[src/rtl/pipe_hazard_ctrl.sv]
// rtl/pipe_hazard_ctrl.sv - load-use stall, branch flush and operand forwarding control for a 5-stage pipeline
module pipe_hazard_ctrl #(
  parameter int FLUSH_EXTRA = 1,
  parameter int CNT_W       = 16
) (
  input  logic             clk,
  input  logic             rst_n,
  input  logic [4:0]       id_rs,
  input  logic [4:0]       id_rt,
  input  logic             id_uses_rt,
  input  logic [4:0]       ex_rw,
  input  logic             ex_regwr,
  input  logic             ex_memtoreg,
  input  logic [4:0]       mem_rw,
  input  logic             mem_regwr,
  input  logic [4:0]       wb_rw,
  input  logic             wb_regwr,
  input  logic             ex_branch_taken,
  output logic             pc_en,
  output logic             ifid_en,
  output logic             ifid_flush,
  output logic             idex_flush,
  output logic [1:0]       fwd_a,
  output logic [1:0]       fwd_b,
  output logic [CNT_W-1:0] stall_cnt,
  output logic [CNT_W-1:0] flush_cnt,
  output logic [1:0]       state
);

  localparam logic [1:0] RUN    = 2'b00;
  localparam logic [1:0] LSTALL = 2'b01;
  localparam logic [1:0] BFLUSH = 2'b10;
  localparam logic [1:0] FE     = 2'(FLUSH_EXTRA);

  logic       lu;
  logic [1:0] next_state;
  logic [1:0] bf_cnt;
  logic [1:0] next_bf;
  logic       stall_evt;
  logic       flush_evt;
  logic [4:0] ex_rs;
  logic [4:0] ex_rt;

  assign lu = ex_regwr & ex_memtoreg & (ex_rw != 5'd0) &
              ((ex_rw == id_rs) | (id_uses_rt & (ex_rw == id_rt)));

  always_comb begin
    pc_en      = 1'b1;
    ifid_en    = 1'b1;
    ifid_flush = 1'b0;
    idex_flush = 1'b0;
    next_state = RUN;
    next_bf    = bf_cnt;
    stall_evt  = 1'b0;
    flush_evt  = 1'b0;
    if (!rst_n) begin
      pc_en      = 1'b0;
      ifid_en    = 1'b0;
      ifid_flush = 1'b1;
      idex_flush = 1'b1;
    end else if (ex_branch_taken) begin
      ifid_flush = 1'b1;
      idex_flush = 1'b1;
      flush_evt  = 1'b1;
      if (FE != 2'd0) begin
        next_state = BFLUSH;
        next_bf    = FE;
      end
    end else if (state == BFLUSH) begin
      // ID only holds a squashed NOP here, so a load-use match is meaningless
      ifid_flush = 1'b1;
      next_bf    = (bf_cnt == 2'd0) ? 2'd0 : bf_cnt - 2'd1;
      next_state = (bf_cnt <= 2'd1) ? RUN : BFLUSH;
    end else if (lu) begin
      pc_en      = 1'b0;
      ifid_en    = 1'b0;
      idex_flush = 1'b1;
      stall_evt  = 1'b1;
      next_state = LSTALL;
    end
  end

  always_ff @(negedge clk or negedge rst_n) begin
    if (!rst_n) begin
      state     <= RUN;
      bf_cnt    <= 2'd0;
      ex_rs     <= 5'd0;
      ex_rt     <= 5'd0;
      stall_cnt <= '0;
      flush_cnt <= '0;
    end else begin
      state  <= next_state;
      bf_cnt <= next_bf;
      if (idex_flush) begin
        ex_rs <= 5'd0;
        ex_rt <= 5'd0;
      end else if (ifid_en) begin
        ex_rs <= id_rs;
        ex_rt <= id_uses_rt ? id_rt : 5'd0;
      end
      if (stall_evt && (stall_cnt != '1)) stall_cnt <= stall_cnt + 1'b1;
      if (flush_evt && (flush_cnt != '1)) flush_cnt <= flush_cnt + 1'b1;
    end
  end

  // MEM result is newer than WB, so it takes priority
  always_comb begin
    fwd_a = 2'b00;
    if (mem_regwr && (mem_rw != 5'd0) && (mem_rw == ex_rs))   fwd_a = 2'b01;
    else if (wb_regwr && (wb_rw != 5'd0) && (wb_rw == ex_rs)) fwd_a = 2'b10;
  end

  always_comb begin
    fwd_b = 2'b00;
    if (mem_regwr && (mem_rw != 5'd0) && (mem_rw == ex_rt))   fwd_b = 2'b01;
    else if (wb_regwr && (wb_rw != 5'd0) && (wb_rw == ex_rt)) fwd_b = 2'b10;
  end

endmodule

[config.mk]
export PLATFORM = sky130hd
export DESIGN_NAME = pipe_hazard_ctrl
export DESIGN_NICKNAME = d
export VERILOG_FILES = /design/src/rtl/pipe_hazard_ctrl.sv
export SDC_FILE = /design/constraint.sdc
export NUM_CORES = 1
export LEC_CHECK = 0
export ABC_CLOCK_PERIOD_IN_PS = 2300
export BUFFER_PORTS_ARGS = -buffer_cell sky130_fd_sc_hd__buf_2
export CORE_MARGIN = 4
export CORE_UTILIZATION = 49
export DETAILED_ROUTE_END_ITERATION = 8
export PLACE_DENSITY = 0.76
export SKIP_CTS_REPAIR_TIMING = 1
export SLEW_MARGIN = 20
export SYNTH_ARGS = -nofsm -noshare
export SYNTH_HDL_FRONTEND = slang
export SYNTH_SLANG_ARGS = --single-unit
[constraint.sdc]
create_clock -name clk -period 2.3 [get_ports clk]
set_clock_uncertainty 0.15 [all_clocks]
set_input_delay 0.115 -clock clk [delete_from_list [all_inputs] [get_ports clk]]
set_output_delay 0.115 -clock clk [all_outputs]
set_load 0.05 [all_outputs]
==> summary.md <==
| Metric | Value |
|---|---|
| Post-synth ARST share | `100.0%` |
| Synth warn | `0` |
| Worst Path Arrival | `2.89 ns` |
| Inserted Clock Buffers | `5` |
| Final hold vios | `0` |
| GP Congestion | `0.8598` |
| Measured slew at the worst slew-check pin | `between 0.6 and 0.7 ns` |
| GR Layer Usage met1 | `approximately a quarter` |
| Reg2reg start | `flush_cnt[6]$_DFFE_NN0P_` |
| Synth Flop Type | `dfrtn_1` |
| Share of post-route cells with drive strength above 1 | `57.73%` |
| Critical Path Sink Type | `primary output` |
| Drt pass-1 iters | `5` |
| Netlist Area Pre-Place | `0.002516 mm2` |
| Most common cell after layout, fill and taps aside | `buf_4` |
| Design Power | `2.304 mW` |
| Synth cell types | `43` |
| Clock-pin slew on the worst setup and hold paths | `0.06 ns` |
| CTS Buffer Depth | `2` |
| Vias per Instance | `6.195` |
| Met2 Use GR | `34.81%` |
| Fill cells | `105` |
| Routed vias | `2980` |
| Rel. slew slack | `54.77%` |
| Final Slew Violations | `0` |
| Drt wl/cell | `approximately 24 um` |
| Die W | `79.66 um` |
| Hold_sp | `flush_cnt[8]$_DFFE_NN0P_` |
| Crit Path Class | `reg -> out` |
| Vias in the first global route | `2241` |
| Max-Cap Viols | `0` |
| Ant diodes | `0` |
| Post-Layout Cell Count | `481` |
| Seq cells post-synth | `46` |
| CP Launch Point | `ex_rt[4]$_DFFE_NN0P_` |
| Synthesized area per cell | `10.53 um2` |
| IO Pins | `75` |
| Setup WS post-layout | `-0.8504 ns` |
| Total track usage | `20.42%` |
| Hold WC Path Type | `reg -> reg` |
| Slowest cell on the critical path | `or4_4` |
| Core region area | `0.004848 mm2` |
| WHS | `0.3449 ns` |
| Status | `finished with violations` |
| First-pass GRT wire length | `10280 um` |
| GRT met3 Usage | `4.740%` |
| Sink Count | `46` |
| Grt ovf | `0` |
| DRT iter0 DRCs | `just under 300` |
| Synthesized net count | `between 200 and 300` |
| Final wirelength | `11420 um` |
| Area delta synth->final | `84.29%` |
| Dpl hpwl | `around 4800 um` |
| Post-Syn Instances | `239` |
| # H-tree levels | `2` |
| Setup repair after global routing missed its margin | `yes` |
| Crit path max fanout | `2` |
| Internal reg-to-reg setup slack | `-0.11 ns` |
| R2r endpoint | `flush_cnt[2]$_DFFE_NN0P_` |
| Antenna Nets Post-Route | `0` |
| Die height | `79.66 um` |
| Placed cells | `429` |
| Final setup violation count | `74` |
| Critical path cell sequence | `xor2_1 > or4_4 > nor4_4 > buf_6` |
| Later-pin clock latency in the skew report | `about 0.29 ns` |
| Initial core utilization | `51.90%` |
| Initial antenna violation count | `0` |
| GRT Max-Usage Layer | `met2` |
| Failing checks | `negative setup slack` |
| Power per cell area | `496.9 mW/mm2` |
| Critical Path Max Stage Delay | `~0.53 ns` |
| Sequential fraction of the synthesis area | `45.75%` |
| Die Area | `0.006346 mm2` |
| LEAKAGE | `~2.4 nW` |
| Most frequent cells in the layout | `78 x buf_4, 58 x buf_6, 46 x dfrtn_1` |
| FP Rows | `25` |
| CTS tree | `built` |
| Crit path to | `fwd_b[1]` |
| Required @ worst endpoint | `2.04 ns` |
| Pre-CTS setup slack | `-0.7786 ns` |
| Drt drc | `0` |
| Peak VDD IR | `0.0006928 V` |
| Setup crit start kind | `flop` |
| Port bufs | `74` |
| Root buf cell | `clkbuf_8` |
| NumNets Final | `450` |
| Post-synth EDFFs | `0` |
| Core Util, Final | `95.64%` |
| Largest net degree at the start of global routing | `33` |
| Worst r2r path cells | `7` |
cells by family after synthesis:
family | after synthesis | synth area share (%)
xor gates and xnor gates | 55 | 19.14
adders and majority gates | 2 | 0.9944
buffers and inverters | 7 | 1.541
muxes | 4 | 1.790
and+or+nand+nor | 106 | 24.96
DFF | 46 | 45.75
AOI/OAI and AO/OA | 19 | 5.818
power by group:
| group | internal [mW] | switching (mW) |
|---|---|---|
| Sequential | 0.876 | 0.0705 |
| Combinational | 0.374 | 0.501 |
| Clock | 0.232 | 0.250 |
area by class of cell:
| cell class | count | area, um2 | area share (%) |
|---|---|---|---|
| multi-input combinational | 187 | 1742 | 37.56 |
| clock buffer | 6 | 82.58 | 1.781 |
| inverter | 3 | 18.77 | 0.4047 |
| tap | 67 | 83.83 | 1.808 |
| sequential | 46 | 1151 | 24.82 |
| timing repair buffer | 172 | 1559 | 33.62 |
critical path: cells and delay by family, from the launching register on:
family        cells  cell delay (ns)
buf+inv           1             0.20
flops             1             0.46
xor+xnor          1             0.09
simple gates      2             0.70
flip-flops by register name, summed over array words and instances (netlist names):
register,cells
flush_cnt,16
state,2
stall_cnt,16
ex_rt,5
bf_cnt,2
ex_rs,5
per-layer routing:
layer / part of all wire [%] / up-vias
met4: 5.8 / 0
met3: 8.3 / 56
met2: 52 / 254
met1: 34 / 1467
li1: - / 1203
met5: 0 / -
worst min path at each step:
stage / endpoint / slack [ns] / depth (start not counted)
2_1_floorplan: ifid_flush / 0.27 / 2
3_3_place_gp: stall_cnt[9]$_DFFE_NN0P_ / 0.28 / 1
3_5_place_dp: flush_cnt[8]$_DFFE_NN0P_ / 0.29 / 1
4_1_cts: flush_cnt[8]$_DFFE_NN0P_ / 0.29 / 1
5_1_grt: flush_cnt[8]$_DFFE_NN0P_ / 0.37 / 1
6_report: flush_cnt[8]$_DFFE_NN0P_ / 0.34 / 1
metrics by stage:
step | cell area [um2] | setup TNS, ns
4_1_cts | 3592 | -21.27
3_5_place_dp | 3510 | -26.60
2_1_floorplan | 2709 | -16.04
3_3_place_gp | 3510 | -25.66
6_report | 4637 | -20.28
5_1_grt | 4637 | -23.02
cell usage after synthesis, drive strengths merged (4+ instances only):
| cell type | number | area, um2 |
|---|---|---|
| nor4 | 11 | 105.1 |
| nand3 | 9 | 45.04 |
| or4 | 4 | 30.03 |
| nand4 | 7 | 43.79 |
| nor3 | 10 | 50.05 |
| xnor2 | 12 | 105.1 |
| xor2 | 43 | 376.6 |
| o21ai | 5 | 25.02 |
| nand2 | 20 | 75.07 |
| and3 | 10 | 62.56 |
| dfrtn | 46 | 1151 |
| and2 | 6 | 37.54 |
| and4 | 4 | 35.03 |
| nor2 | 12 | 45.04 |
| mux2 | 4 | 45.04 |
| nor2b | 4 | 25.02 |
(Power assumes the default switching activity.)
